**src/rtl/mpu_pkg.sv**
```systemverilog
// mpu_pkg: privilege levels, region permission layout and fixed default memory map
package mpu_pkg;

    typedef enum logic [1:0] {
        PRIV_U = 2'd0,
        PRIV_S = 2'd1,
        PRIV_M = 2'd3
    } priv_e;

    // Field order matches the cfg_perm bus: {en, u, x, w, r}
    typedef struct packed {
        logic en;
        logic u;
        logic x;
        logic w;
        logic r;
    } perm_t;

    localparam logic [31:0] ROM_BASE   = 32'h0000_0000;
    localparam logic [31:0] ROM_LIMIT  = 32'h0FFF_FFFF;
    localparam logic [31:0] MMIO_BASE  = 32'h4000_0000;
    localparam logic [31:0] MMIO_LIMIT = 32'h4FFF_FFFF;
    localparam logic [31:0] RAM_BASE   = 32'h8000_0000;
    localparam logic [31:0] RAM_LIMIT  = 32'h8FFF_FFFF;

    function automatic logic in_win(input logic [31:0] a, input logic [31:0] b, input logic [31:0] l);
        return (a >= b) && (a <= l);
    endfunction

endpackage

```
**src/rtl/mpu_region_match.sv**
```systemverilog
// mpu_region_match: bounds compare and privilege-qualified permission decode for one region
//   addr, cur_priv        access under check
//   base, limit, perm     stored region state
//   hit                   region enabled and base <= addr <= limit
//   r, w, x               permissions granted to the current privilege
module mpu_region_match
    import mpu_pkg::*;
(
    input  logic [31:0] addr,
    input  priv_e       cur_priv,
    input  logic [31:0] base,
    input  logic [31:0] limit,
    input  perm_t       perm,
    output logic        hit,
    output logic        r,
    output logic        w,
    output logic        x
);
    logic priv_ok;
    // A base above limit makes both compares impossible at once, so it never hits
    assign hit     = perm.en && (addr >= base) && (addr <= limit);
    assign priv_ok = (cur_priv != PRIV_U) || perm.u;
    assign r       = priv_ok & perm.r;
    assign w       = priv_ok & perm.w;
    assign x       = priv_ok & perm.x;
endmodule

```
**src/rtl/mpu.sv**
```systemverilog
// mpu: combinational memory protection check over NREG programmable regions plus a fixed default map
//   clk, rst_n                    clock, synchronous active-high reset (asserted when 1)
//   addr, is_fetch/load/store     access under check, cur_priv its privilege
//   cfg_we/idx/base/limit/perm    region register write port
//   allow, fault_exec/load/store  check result
module mpu
    import mpu_pkg::*;
#(
    parameter int NREG = 4
)(
    input  logic        clk,
    input  logic        rst_n,
    input  logic [31:0] addr,
    input  logic        is_fetch,
    input  logic        is_load,
    input  logic        is_store,
    input  priv_e       cur_priv,
    input  logic        cfg_we,
    input  logic [2:0]  cfg_idx,
    input  logic [31:0] cfg_base,
    input  logic [31:0] cfg_limit,
    input  logic [4:0]  cfg_perm,
    output logic        allow,
    output logic        fault_exec,
    output logic        fault_load,
    output logic        fault_store
);
    logic [31:0] base_q  [NREG];
    logic [31:0] base_d  [NREG];
    logic [31:0] limit_q [NREG];
    logic [31:0] limit_d [NREG];
    perm_t       perm_q  [NREG];
    perm_t       perm_d  [NREG];
    perm_t       cfg_perm_wx;
    logic [NREG-1:0] hit, reg_r, reg_w, reg_x;
    logic in_rom, in_mmio, in_ram, sup;
    logic sel_r, sel_w, sel_x;
    // W^X: a writable region can never also be executable
    assign cfg_perm_wx = {cfg_perm[4:3], cfg_perm[2] & ~cfg_perm[1], cfg_perm[1:0]};
    // Indices at or above NREG match no loop iteration and are dropped
    always_comb begin
        base_d  = base_q;
        limit_d = limit_q;
        perm_d  = perm_q;
        for (int i = 0; i < NREG; i++) begin
            if (cfg_we && cfg_idx == 3'(i)) begin
                base_d[i]  = {cfg_base[31:2], 2'b00};
                limit_d[i] = {cfg_limit[31:2], 2'b11};
                perm_d[i]  = cfg_perm_wx;
            end
        end
    end
    always_ff @(posedge clk) begin
        if (rst_n) begin
            base_q  <= '{default: '0};
            limit_q <= '{default: '0};
            perm_q  <= '{default: '0};
        end else begin
            base_q  <= base_d;
            limit_q <= limit_d;
            perm_q  <= perm_d;
        end
    end
    for (genvar g = 0; g < NREG; g++) begin : g_rgn
        mpu_region_match u_match (
            .addr     (addr),
            .cur_priv (cur_priv),
            .base     (base_q[g]),
            .limit    (limit_q[g]),
            .perm     (perm_q[g]),
            .hit      (hit[g]),
            .r        (reg_r[g]),
            .w        (reg_w[g]),
            .x        (reg_x[g])
        );
    end
    assign in_rom  = in_win(addr, ROM_BASE, ROM_LIMIT);
    assign in_mmio = in_win(addr, MMIO_BASE, MMIO_LIMIT);
    assign in_ram  = in_win(addr, RAM_BASE, RAM_LIMIT);
    assign sup     = cur_priv != PRIV_U;
    // Walk from the highest index down so the lowest matching region is applied last
    always_comb begin
        sel_r = in_rom | (in_mmio & sup) | in_ram;
        sel_w = (in_mmio & sup) | in_ram;
        sel_x = in_rom;
        for (int i = NREG - 1; i >= 0; i--) begin
            if (hit[i]) begin
                sel_r = reg_r[i];
                sel_w = reg_w[i];
                sel_x = reg_x[i];
            end
        end
    end
    // RAM is never executable, whatever a region grants
    assign fault_exec  = is_fetch & ~(sel_x & ~in_ram);
    assign fault_load  = is_load & ~sel_r;
    assign fault_store = is_store & ~sel_w;
    assign allow       = (is_fetch | is_load | is_store) & ~(fault_exec | fault_load | fault_store);
endmodule

```
**config.mk**
```make
export PLATFORM = sky130hd
export DESIGN_NAME = mpu
export DESIGN_NICKNAME = d
export VERILOG_FILES = /design/src/rtl/mpu_pkg.sv /design/src/rtl/mpu_region_match.sv /design/src/rtl/mpu.sv
export SDC_FILE = /design/constraint.sdc
export NUM_CORES = 1
export LEC_CHECK = 0
export ABC_AREA = 1
export BUFFER_PORTS_ARGS = -buffer_cell sky130_fd_sc_hd__buf_2
export CORE_UTILIZATION = 61
export DETAILED_ROUTE_END_ITERATION = 8
export PLACE_DENSITY_LB_ADDON = 0.25
export SLEW_MARGIN = 5
export SYNTH_ARGS = -nofsm -noshare
export SYNTH_HDL_FRONTEND = slang
export SYNTH_SLANG_ARGS = --single-unit
```
**constraint.sdc**
```tcl
create_clock -name clk -period 2.95 [get_ports clk]
set_clock_uncertainty 0.05 [all_clocks]
set_input_delay 0.4425 -clock clk [delete_from_list [all_inputs] [get_ports clk]]
set_output_delay 0.4425 -clock clk [all_outputs]
set_load 0.005 [all_outputs]
```
* Yosys cells after proc, flatten, opt, wreduce, memory -nomap -nowiden
Cells that the tools add are included.
Word-level totals: memory bits (read-only) 0, word-level logic and storage cells 110, output and inout bits 4, memories kept 0, register bits 268, latch bits 0, RAM bits 0
Cells by class: $lt $le $gt $ge 14, muxes and demuxes 12, $mul 0, shift-type cells 0, reductions and logical operators 21, eq/ne operators 3, add/subtract/negate cells 0, bitwise gates (word level) 32, div/mod/pow operators 0
Operator list (count):
- 32-bit greater-or-equal comparator | 4
- 32-bit less-or-equal comparator | 4
- 32-bit by 1-bit greater-or-equal comparator with 1-bit output, second input constant | 1
- 32-bit by 31-bit greater-or-equal comparator with 1-bit output, second input constant | 1
- 32-bit greater-or-equal comparator, second input constant | 1
- 32-bit by 28-bit less-or-equal comparator with 1-bit output, second input constant | 1
- 32-bit by 31-bit less-or-equal comparator with 1-bit output, second input constant | 1
- 32-bit less-or-equal comparator, second input constant | 1
- 1-bit bitwise AND | 19
- 1-bit logical AND | 15
- 1-bit 2-to-1 mux | 12
- 1-bit bitwise OR | 7
- 3-bit by 2-bit equality test with 1-bit output, second input constant | 2
- 1-bit inverter | 6
- 1-bit logical OR | 4
- 3-bit by 1-bit equality test with 1-bit output, second input constant | 1
- 3-bit zero test | 1
- 2-bit nonzero test | 1

* Logic depth before layout (Yosys ltp)
Gate-level depths: netlist (run 1).
depth after elaboration 15, gate-level depth with buffers 25, mapped depth without buffers 25

* Cells and area by module
A second synthesis (run 1) with hierarchy kept.
Second synthesis, totals: cell total of the unflattened synthesis 2360, area, all modules 16407.0 µm²
By module, submodules not included:
- mpu | cells each 1204, sequential area each 5285.1 µm², times used 1, area an instance 9355.2 µm²
- mpu_region_match | cells each 289, sequential area each 0.0 µm², times used 4, area an instance 1762.9 µm²

* Least setup slack after synthesis (run 1)
No wires, ideal clock.
path kind input -> output, from in addr[31], to out allow, path buffers 0, required time 2.457 ns, path slack 0.502 ns, arrival 1.956 ns, cell stages on the path 18, cells stage by stage ha_1 nand2_2 nor2_4 nand2_2 nor2_2 nand3_1 nand2_1 nor2_1 a21oi_4 nand2_2 nand2_1 nand3_1 nand2_1 nand2_1 a21oi_2 nor2_1 nand2_1 inv_1
Between the ends: cells in the longest elaborated chain, start to end 15
RTL lines:
- start: declaration | line mpu.sv:13 | input logic [31:0] addr,
- 32-bit by 31-bit greater-or-equal comparator with 1-bit output / 32-bit by 31-bit less-or-equal comparator with 1-bit output (equally long branches) | line mpu_pkg.sv:27 | return (a >= b) && (a <= l);
- 1-bit logical AND | line mpu_pkg.sv:27
- 1-bit bitwise AND | line mpu.sv:83 | sel_r = in_rom | (in_mmio & sup) | in_ram;
- 1-bit bitwise OR (2 in a row) | line mpu.sv:83
- 1-bit 2-to-1 mux (3 in a row) | line mpu.sv:87 | if (hit[i]) begin
- 1-bit 2-to-1 mux (*) | line mpu.sv:87
- 1-bit inverter (*) | line mpu.sv:96 | assign fault_load = is_load & ~sel_r;
- 1-bit bitwise AND (*) | line mpu.sv:96
- net fault_load | line mpu.sv:25 | output logic fault_load,
- 1-bit bitwise OR (*) (2 in a row) | line mpu.sv:98 | assign allow = (is_fetch | is_load | is_store) & ~(fault_exec | fault_load | fault_store);
- 1-bit inverter (*) | line mpu.sv:98
- 1-bit bitwise AND (*) | line mpu.sv:98
- end: declaration | line mpu.sv:23 | output logic allow,
Mark *: on every way through the listed nets, which the timed path passes. The rest lies on a longest branch.

* Worst setup path after layout (run 1)
from reg limit_q[22] (netlist bit), to out allow
Between the ends: cells in the longest elaborated chain, start to end 13
RTL lines:
- start: declaration | line mpu.sv:30 | logic [31:0] limit_q [NREG];
- start signal: assignment | line mpu.sv:60 | limit_q <= limit_d;
- 32-bit less-or-equal comparator (*) | line mpu_region_match.sv:21 | assign hit = perm.en && (addr >= base) && (addr <= limit);
- 1-bit logical AND (*) | line mpu_region_match.sv:21
- 1-bit 2-to-1 mux (4 in a row) | line mpu.sv:87
- 1-bit bitwise AND | line mpu.sv:95 | assign fault_exec = is_fetch & ~(sel_x & ~in_ram);
- 1-bit inverter | line mpu.sv:95
- 1-bit bitwise AND | line mpu.sv:95
- 1-bit bitwise OR | line mpu.sv:98
- 1-bit bitwise OR (*) | line mpu.sv:98
- 1-bit inverter (*) | line mpu.sv:98
- 1-bit bitwise AND (*) | line mpu.sv:98
Mark *: on every way between the ends. The rest lies on a longest branch, timed or not.

==> impl_metrics.ini, run 1 <==
[outcome]
status = finished with violations
violations = negative setup slack

[floorplan]
core_sq_mm = 0.0245
io_pins = 116
die_area_sq_mm = 0.0257
core.rowCount = 57
die_y_um = 160
die_width_um = 160
floorplan.initialDensity_pct = 62.5

[drt]
vias = 14400
routedWlPerCell_um = 16.3
drc = 0
drt-initial-drc-count = 982
ant_nets = 0
routed_wl_mm = 42.0
avgViaCountPerCell = 5.62
drtPass1Iterations = 6

[final_layout]
design_area_sq_mm = 0.0186
n_fill_cell = 1773
drive_above_1_share_pct = 18.4
area_delta_synth_final_pct = 21.3
n_antenna_cell = 0
final_util_pct = 75.8
final_nets = 2583

[power_and_ir_drop]
p_clk_share_pct = 41.9
power_density_mw_per_mm2 = 491
power.internal_mw = 6.61
p_sw_mw = 2.49
ir_worst_vdd_mv = 0.519
swShare_pct = 27.4
seqPwrFrac_pct = 41.0
cellLeakagePower_nw = 8.01
p_comb_share_pct = 17.1

[critical_path]
worst_path_most_repeated_cell = nand2_1
crit_buf_inv = 3
cp.required_ns = 2.46
cp-end-kind = output pin
cpLargestDelayFamily = simple AND/OR/NAND/NOR gates
crit_end = allow
cp.depth = 20
path_max_fanout = 4
crit_arrival_ns = 2.97
cp_cell_sequence = inv_2, ha_4, nand2_4, nor2_4, nand4_1, nor2_4, nand4_1, nand2_2, nand2_2, nand2_1, nand2_1, nand2_1, nand3_1, nand2_1, nand2_1, nand2_2, nand2_2, nand2_1, inv_1, buf_2
critPathKind = reg2out
cpMaxStageDelayCell = dfxtp_1
startpoint_type = register
r2r_end = limit_q[91]
crit_start = limit_q[22]
r2r-start = limit_q[91]
slowest_delay_ns = 0.33
r2r_slack_ns = 2.18
r2r_cells = 3

[timing]
final_hold_viol_count = 0
finalSetupViolCount = 4
fin_ws_ns = -0.516
rsz0062_at_grt = true
fin_crit_ns = 3.47
finalMaxSlewViolations = 0
tns_ns = -1.76
period_share_pct = 117
fmax_ghz = 0.289
slew_headroom_pct = 19.2
worst_pin_slew_ns = 1.21

[grt]
grtUsageTotal_pct = 31.1
grt_pass1_vias = 14000
overflow = 0
antenna_found_initial = 0
grt_pass1_wl_mm = 65.7
grt_max_degree = 126

[synth]
ys_top_cells_by_area = dfxtp_1 (35%), ha_1 (20%), a21oi_1 (12%)
syn-num-nets = 2419
ys_types = 31
syn_inst = 2059
synth_edf_count = 0
synth.avg_cell_area_sq_um = 7.43
async_reset_ff_share_pct = 0
synth_top_area_cell = dfxtp_1
yosys_warnings = 0
synth_seq_cells = 264
synth_flop_cell = dfxtp_1
synth.top_cell.area_share_pct = 34.5
ys_seq_area_share_pct = 34.5
syn-cell-area_sq_mm = 0.0153

[clocking]
cts_made_buffers = 30
clk_pin_slew_ns = 0.06
h-tree-depth = 1
clock_sinks = 264
cts_root_buf = clkbuf_16
cts_tree = done
insertion_delay_ns = 0.55
clock_path_buffers = 3

[min_path]
hold_start = rst_n
min_path_cells = 2
hp-class = in2reg

[placed_design]
dp_hpwl_mm = 28.6
io_buffers = 111
placed_cell_area_sq_mm = 0.0168
gp_congestion = 0.860

[flow_run]
drv_cap = 0
state kept, by name (all words and copies together) (netlist names):
name / flops
limit_q: 124
base_q: 120
perm_q: 20
cell usage after synthesis (2+ instances only):
master    instances
nor2_2            3
clkbuf_1         80
nand2_2           7
nand3_1          35
o21bai_1          4
nor4_2            4
o21ai_0         293
nor3_1            7
o21ai_1           2
a21boi_0          4
clkinv_1          2
inv_1           327
nand4_1          17
a21oi_2           2
o21a_1            7
dfxtp_1         264
a21oi_1         359
nor2_1          115
a21o_1            5
ha_1            248
nand2_1         264
metrics by stage:
stage	total power [mW]	setup slack (ns)	hold slack, ns	std cells
3_5_place_dp	5.18	-0.375	0.398	2508
6_report	9.10	-0.516	0.107	2570
2_1_floorplan	4.63	0.502	0.380	2059
4_1_cts	9.00	-0.425	0.0882	2564
5_1_grt	9.48	-0.671	0.107	2570
3_3_place_gp	5.11	-0.306	0.391	2508
worst min-delay path by stage:
stage	to
after floorplan	perm_q[16]
after global placement	limit_q[126]
after detailed placement	perm_q[16]
after CTS	limit_q[33]
after global routing	limit_q[65]
final	limit_q[33]
timing repair:
action	CTS	global route
pin swaps	38	41
endpoints found under the setup margin	4	4
cloned	0	0
setup buffers	1	6
resized for setup	67	84
hold buffers	0	0
power by group through the flow:
| stage | combinational (mW) | clock (mW) | sequential [mW] |
|---|---|---|---|
| detailed placement | 1.38 | 0 | 3.81 |
| floorplan | 0.835 | 0 | 3.80 |
| CTS | 1.44 | 3.83 | 3.73 |
| global placement | 1.31 | 0 | 3.80 |
| finish | 1.56 | 3.81 | 3.73 |
| global route | 1.75 | 3.99 | 3.74 |
area by class of cell:
| type | instances | area [sq um] | area share [%] |
|---|---|---|---|
| repair buffers | 212 | 1430 | 7.71 |
| inverters | 329 | 1240 | 6.68 |
| clock inverters | 13 | 143 | 0.769 |
| multi-input cells | 1386 | 9170 | 49.4 |
| clock buffers | 42 | 867 | 4.67 |
| flip-flops and latches | 264 | 5300 | 28.6 |
| well taps | 324 | 405 | 2.18 |
layout by cell type, fill, tap and decap left out, types with 6 or more instances in the layout:
cell / netlist / routed
nor2_1: 115 / 96
a21oi_2: 2 / 9
dfxtp_1: 264 / 254
a21oi_1: 359 / 351
nand2_1: 264 / 228
buf_12: 0 / 9
buf_2: 0 / 111
clkinv_2: 0 / 10
dfxtp_2: 0 / 10
ha_4: 0 / 28
o21a_1: 7 / 7
o21ai_0: 293 / 291
ha_1: 248 / 220
nand3_2: 0 / 8
buf_4: 0 / 91
nor2_4: 1 / 8
nand3_1: 35 / 27
clkbuf_16: 0 / 31
clkbuf_1: 80 / 6
inv_2: 0 / 19
nand2_4: 0 / 12
nand4_1: 17 / 17
inv_1: 327 / 308
nor2_2: 3 / 15
nand2_2: 7 / 31
kinds of logic (layout without fill, tap and decap cells):
logic type | Yosys count | in the layout | synth area share [%]
AO/OA/AOI/OAI | 680 | 680 | 22.7
adder cells (fa/ha/maj) | 248 | 248 | 20.3
buffers and inverters | 409 | 596 | 10.0
flip-flops | 264 | 264 | 34.5
AND/OR/NAND/NOR | 458 | 458 | 12.4
routing by layer:
| metal | wire [um] | share of wire [%] | global-route usage (%) |
|---|---|---|---|
| met5 | 0 | 0 | 0 |
| met4 | 1930 | 4.6 | 13.7 |
| met3 | 2400 | 5.7 | 4.49 |
| met2 | 20400 | 49 | 55.7 |
| met1 | 17300 | 41 | 37.0 |
(Power assumes the default switching activity.)
==> inputs of run 2 (changes only) <==
--- a/config.mk
+++ b/config.mk
@@ -7,7 +7,7 @@
 export LEC_CHECK = 0
 export ABC_AREA = 1
 export BUFFER_PORTS_ARGS = -buffer_cell sky130_fd_sc_hd__buf_2
-export CORE_UTILIZATION = 61
+export CORE_UTILIZATION = 60
 export DETAILED_ROUTE_END_ITERATION = 8
 export PLACE_DENSITY_LB_ADDON = 0.25
 export SLEW_MARGIN = 5
==> run 2 against run 1 <==
Net effect:
- critical path depth grew 1
- design area increased by 2.2%
- clock power decreased by 3%
- sequential power is essentially flat
- routed wire length is 0.27% lower
- sequential cell count unchanged
- the run still ends with negative setup slack left
- first-iteration DRC count grew 17%
==> impl_metrics.ini, run 2 (synthesized netlist as in run 1, its figures left out) <==
[final_layout]
final_nets = 2583
n_fill_cell = 1814
area_delta_synth_final_pct = 23.9
largest_register = limit_q
multi_input_area_sq_mm = 0.00959
final-seq-area_sq_mm = 0.00531
n_antenna_cell = 0
largestRegisters = limit_q: 124 flops, base_q: 120 flops, perm_q: 20 flops
largest_reg_flops = 124
mostFrequentLayoutCell = a21oi_1
drive_above_1_share_pct = 22.1
layout_common_cells = a21oi_1 (341), inv_1 (292), o21ai_0 (283)

[timing]
fin_crit_ns = 3.41
fmax_ghz = 0.293
finalMaxSlewViolations = 0
worst_pin_slew_ns = 1.18
rsz0062_at_grt = true
final_hold_viol_count = 0
period_share_pct = 116
slew_headroom_pct = 21.4
tns_ns = -1.52
fin_ws_ns = -0.464
finalSetupViolCount = 4

[placed_design]
dp_hpwl_mm = 27.9
gp_congestion = 0.878
dp_slack_ns = -0.316
io_buffers = 111

[min_path]
hp-class = in2reg
hold_start = rst_n
min_path_cells = 2
hold_end = limit_q[33]

[clocking]
clock_sinks = 264
cts_made_buffers = 29
cts_root_buf = clkbuf_16
h-tree-depth = 1
clock_path_buffers = 3
cts_tree = done
clk_pin_slew_ns = 0.06
insertion_delay_ns = 0.54

[critical_path]
cp-end-kind = output pin
slowest_delay_ns = 0.31
r2r_slack_ns = 2.21
cp_cell_sequence = inv_1, ha_1, nand2_1, nor2_2, nand3_1, nor2_4, nand2_1, nand3_2, nand2_1, inv_2, nand3_1, nand2_1, inv_1, nand2_1, nand2_1, nand2_2, nand2_1, nor2_1, nand2_1, inv_1, buf_2
r2r-start = base_q[21]
crit_arrival_ns = 2.92
worst_path_most_repeated_cell = nand2_1
cp.required_ns = 2.46
path_max_fanout = 4
r2r_cells = 3
startpoint_type = register
critPathKind = reg2out
cpMaxStageDelayCell = dfxtp_1
r2r_end = base_q[21]

[grt]
grtUsageTotal_pct = 30.2
grt_pass1_vias = 13600
grt_pass1_wl_mm = 64.1
grt_max_degree = 162
overflow = 0
antenna_found_initial = 0

[drt]
routedWlPerCell_um = 16.3
drtPass1Iterations = 5
routed_wl_mm = 41.9
vias = 14400
ant_nets = 0
wl_met3_mm = 2.41
met1_length_mm = 17.2
top_layer = met4
drc = 0
avgViaCountPerCell = 5.58
drt-initial-drc-count = 1145
wl_met2_mm = 20.4

[outcome]
status = finished with violations
violations = negative setup slack

[power_and_ir_drop]
ir_worst_vdd_mv = 0.466
cellLeakagePower_nw = 8.04
power_density_mw_per_mm2 = 477

[floorplan]
die_area_sq_mm = 0.0261
core_sq_mm = 0.0251
io_pins = 116
die_width_um = 162
core.rowCount = 58
floorplan.initialDensity_pct = 60.9
die_y_um = 162

[flow_run]
drv_cap = 0
[run 2: changes by cell type in the layout (fill, tap and decap cells not counted), moves of 6 or more]
| cell | previous run | this run |
|---|---|---|
| a21oi_2 | 9 | 18 |
| nor2_1 | 96 | 90 |
| dfxtp_2 | 10 | 21 |
| dfxtp_1 | 254 | 243 |
| nand2_2 | 31 | 40 |
| o21ai_0 | 291 | 283 |
| inv_1 | 308 | 292 |
| ha_4 | 28 | 49 |
| ha_1 | 220 | 199 |
| inv_2 | 19 | 35 |
| a21oi_1 | 351 | 341 |
| nand2_1 | 228 | 218 |
[run 2: critical path, delay by kind of cell (launching register included)]
family                   cells  cell delay [ns]
adder cells (fa/ha/maj)      1             0.29
buffers and inverters        5             0.33
flip-flops                   1             0.31
AND/OR/NAND/NOR             15             1.45
[run 2: where the power goes]
part | total [mW] | switching [mW] | internal (mW)
registers | 3.73 | 0.0382 | 3.70
clock network | 3.69 | 1.48 | 2.21
logic | 1.62 | 0.969 | 0.651
[run 2: through the flow]
step / instances / hold slack (ns) / power, mW / util [%] / cell area, sq um
final: 2574 / 0.114 / 9.05 / 75.5 / 19000
after global routing: 2574 / 0.115 / 9.43 / 75.5 / 19000
after CTS: 2568 / 0.0984 / 8.87 / 71.4 / 17900
after detailed placement: 2515 / 0.400 / 5.18 / 67.0 / 16800
after global placement: 2515 / 0.392 / 5.12 / 67.0 / 16800
after floorplan: 2059 / 0.380 / 4.63 / - / 15300
[run 2: cell type report]
type | instances | area share, %
tap | 330 | 2.18
clock inverter | 12 | 0.746
inverter | 329 | 6.54
timing repair buffer | 213 | 7.58
clock buffer | 40 | 4.36
sequential | 264 | 28.0
multi-input combinational | 1386 | 50.6
[run 2: worst max-delay path by stage]
stage,start,endpoint,slack [ns]
CTS,base_q[21],allow,-0.38
detailed placement,addr[31],allow,-0.32
finish,base_q[55],allow,-0.46
floorplan,addr[31],allow,0.50
global route,base_q[55],allow,-0.71
global placement,addr[31],allow,-0.31
[run 2: routing by layer]
layer / up-vias / track usage [%]
met2: 458 / 53.9
met3: 127 / 3.96
li1: 7198 / -
met4: 0 / 13.0
met5: - / 0
met1: 6574 / 36.3
[run 2: repair_timing]
| action | in CTS | in global routing |
|---|---|---|
| endpoints found under the setup margin | 4 | 4 |
| hold buffers | 0 | 0 |
| buffers inserted | 1 | 6 |
| resized for setup | 37 | 211 |
| pin swaps | 14 | 71 |
==> inputs of run 3 (changes only) <==
==> constraint.sdc (replaced) <==
create_clock -name clk -period 2.95 [get_ports clk]
set_clock_uncertainty 0.05 [all_clocks]
set_input_delay 0.885 -clock clk [delete_from_list [all_inputs] [get_ports clk]]
set_output_delay 0.885 -clock clk [all_outputs]
set_load 0.005 [all_outputs]
==> run 3 against run 2 <==
Net effect:
- the flow still finishes with violations (negative setup slack)
- global-route usage rose by 3.6 points
- fmax fell by 15%
- design area rose by 5.7%
- routed wire length rose by 12%
- die area did not move
- critical path depth fell by 4
- sequential cell count did not move
==> impl_metrics.ini, run 3 (synthesized netlist as in run 1, its figures left out) <==
[outcome]
status = finished with violations
violations = negative setup slack

[final_layout]
mostFrequentLayoutCell = a21oi_1
largest_reg_flops = 124
area_delta_synth_final_pct = 31.0
largest_register = limit_q
largestRegisters = limit_q: 124 flops, base_q: 120 flops, perm_q: 20 flops
final_nets = 2734
n_fill_cell = 1670
drive_above_1_share_pct = 23.6
final_util_pct = 79.8
layout_common_cells = a21oi_1 (343), inv_1 (326), o21ai_0 (288)

[clocking]
cts_tree = done
cts_hold_buf = 0
cts_made_buffers = 29
clock_sinks = 264
h-tree-depth = 1
clk_pin_slew_ns = 0.06
insertion_delay_ns = 0.55
cts_root_buf = clkbuf_16
clock_path_buffers = 3

[drt]
routedWlPerCell_um = 17.2
avgViaCountPerCell = 5.65
drtPass1Iterations = 5
ant_nets = 0
routed_wl_mm = 46.7
vias = 15400
drt-initial-drc-count = 1173
drc = 0

[timing]
fmax_ghz = 0.249
worst_pin_slew_ns = 0.507
finalSetupViolCount = 4
finalMaxSlewViolations = 0
fin_crit_ns = 4.02
rsz0062_at_grt = true
period_share_pct = 136
final_hold_viol_count = 0
slew_headroom_pct = 66.2
fin_ws_ns = -1.07

[power_and_ir_drop]
p_comb_share_pct = 19.7
p_clk_share_pct = 38.8
seqPwrFrac_pct = 41.6
swShare_pct = 28.0
power_density_mw_per_mm2 = 448
ir_worst_vdd_mv = 0.573
p_sw_mw = 2.51
cellLeakagePower_nw = 8.68
power.internal_mw = 6.46

[critical_path]
cp.required_ns = 2.02
cpLargestDelayFamily = compound AO/OA/AOI/OAI gates
crit_arrival_ns = 3.09
cpMaxStageDelayCell = ha_1
cp_cell_sequence = buf_4, ha_1, a21oi_1, nor2_1, a211oi_2, o21ai_1, nand2_2, nand3_2, nand2_4, nand2_4, buf_4, o21ai_1, a21oi_2, nor2_2, nand2_1, inv_1, buf_2
r2r_slack_ns = 2.11
path_max_fanout = 8
slowest_delay_ns = 0.32
r2r-start = limit_q[84]
critPathKind = in2out
crit_buf_inv = 4
cp-end-kind = output pin
startpoint_type = input pin
crit_start = addr[21]

[grt]
antenna_found_initial = 1
grt_max_degree = 125
grt_pass1_wl_mm = 71.4
grt_pass1_vias = 15000
grtUsageTotal_pct = 33.8
overflow = 0

[placed_design]
io_buffers = 111
dp_slack_ns = -1.34
gp_congestion = 0.945
dp_hpwl_mm = 32.2

[floorplan]
die_area_sq_mm = 0.0261
core_sq_mm = 0.0251
floorplan.initialDensity_pct = 60.9
core.rowCount = 58
die_y_um = 162
io_pins = 116
die_width_um = 162

[min_path]
hp-class = reg2reg
hold_start = limit_q[72]

[flow_run]
drv_cap = 0
run 3: cell count changes in the layout (fill, tap and decap cells not counted), sizes merged:
cell,before,now
buf,213,362
clkinvlp,1,0
diode,0,1
clkbuf,40,44
bufinv,3,1
clkinv,8,4
run 3: final cells by class:
class	instances	area (sq um)	area share, %
Sequential cell	264	5290	26.4
Tap cell	330	413	2.06
Multi-Input combinational cell	1386	9490	47.3
Antenna cell	1	2.50	0.0125
Clock buffer	42	835	4.16
Clock inverter	5	50.0	0.250
Inverter	329	1240	6.20
Timing Repair Buffer	364	2730	13.6
run 3: path summary, 6_finish.rpt:
kind | cells after the start | endpoint
worst max-delay path | 17 | allow
worst min-delay path | 2 | limit_q[72]
worst max register to register | 3 | limit_q[84]
worst min register to register | 2 | limit_q[72]
run 3: metrics by stage:
step / total power, mW / std cells / instance area, sq um / hold WS (ns) / setup TNS [ns]
4_1_cts: 8.85 / 2714 / 19500 / 0.412 / -4.06
3_3_place_gp: 5.25 / 2666 / 18100 / 0.390 / -5.06
2_1_floorplan: 4.64 / 2059 / 15400 / 0.380 / -1.10
3_5_place_dp: 5.33 / 2666 / 18100 / 0.399 / -5.11
6_report: 8.98 / 2721 / 20000 / 0.407 / -4.10
5_1_grt: 9.33 / 2721 / 20000 / 0.425 / -4.58
run 3: metal layers:
| metal | wire (um) | vias to the layer above | GRT usage [%] |
|---|---|---|---|
| li1 | - | 7465 | - |
| met2 | 22800 | 572 | 60.4 |
| met1 | 18600 | 7158 | 39.8 |
| met3 | 2590 | 188 | 3.93 |
| met4 | 2750 | 0 | 17.6 |
| met5 | 0 | - | 0 |
run 3: worst min-delay path: stages (launching register included):
cell and delay [ns]:
dfxtp_1 0.30, inv_1 0.06, a21oi_1 0.05
run 3: what timing repair did:
item / 4_1_cts / 5_1_grt
pin swaps: 40 / 44
cloned: 0 / 0
gates resized for setup: 102 / 97
endpoints found under the setup margin: 4 / 4
setup buffers: 1 / 6
run 3: power by group through the flow:
stage	combinational, mW	clock [mW]	sequential, mW
global placement	1.45	0	3.80
floorplan	0.848	0	3.80
finish	1.76	3.48	3.73
CTS	1.62	3.49	3.73
global route	1.95	3.64	3.74
detailed placement	1.52	0	3.81
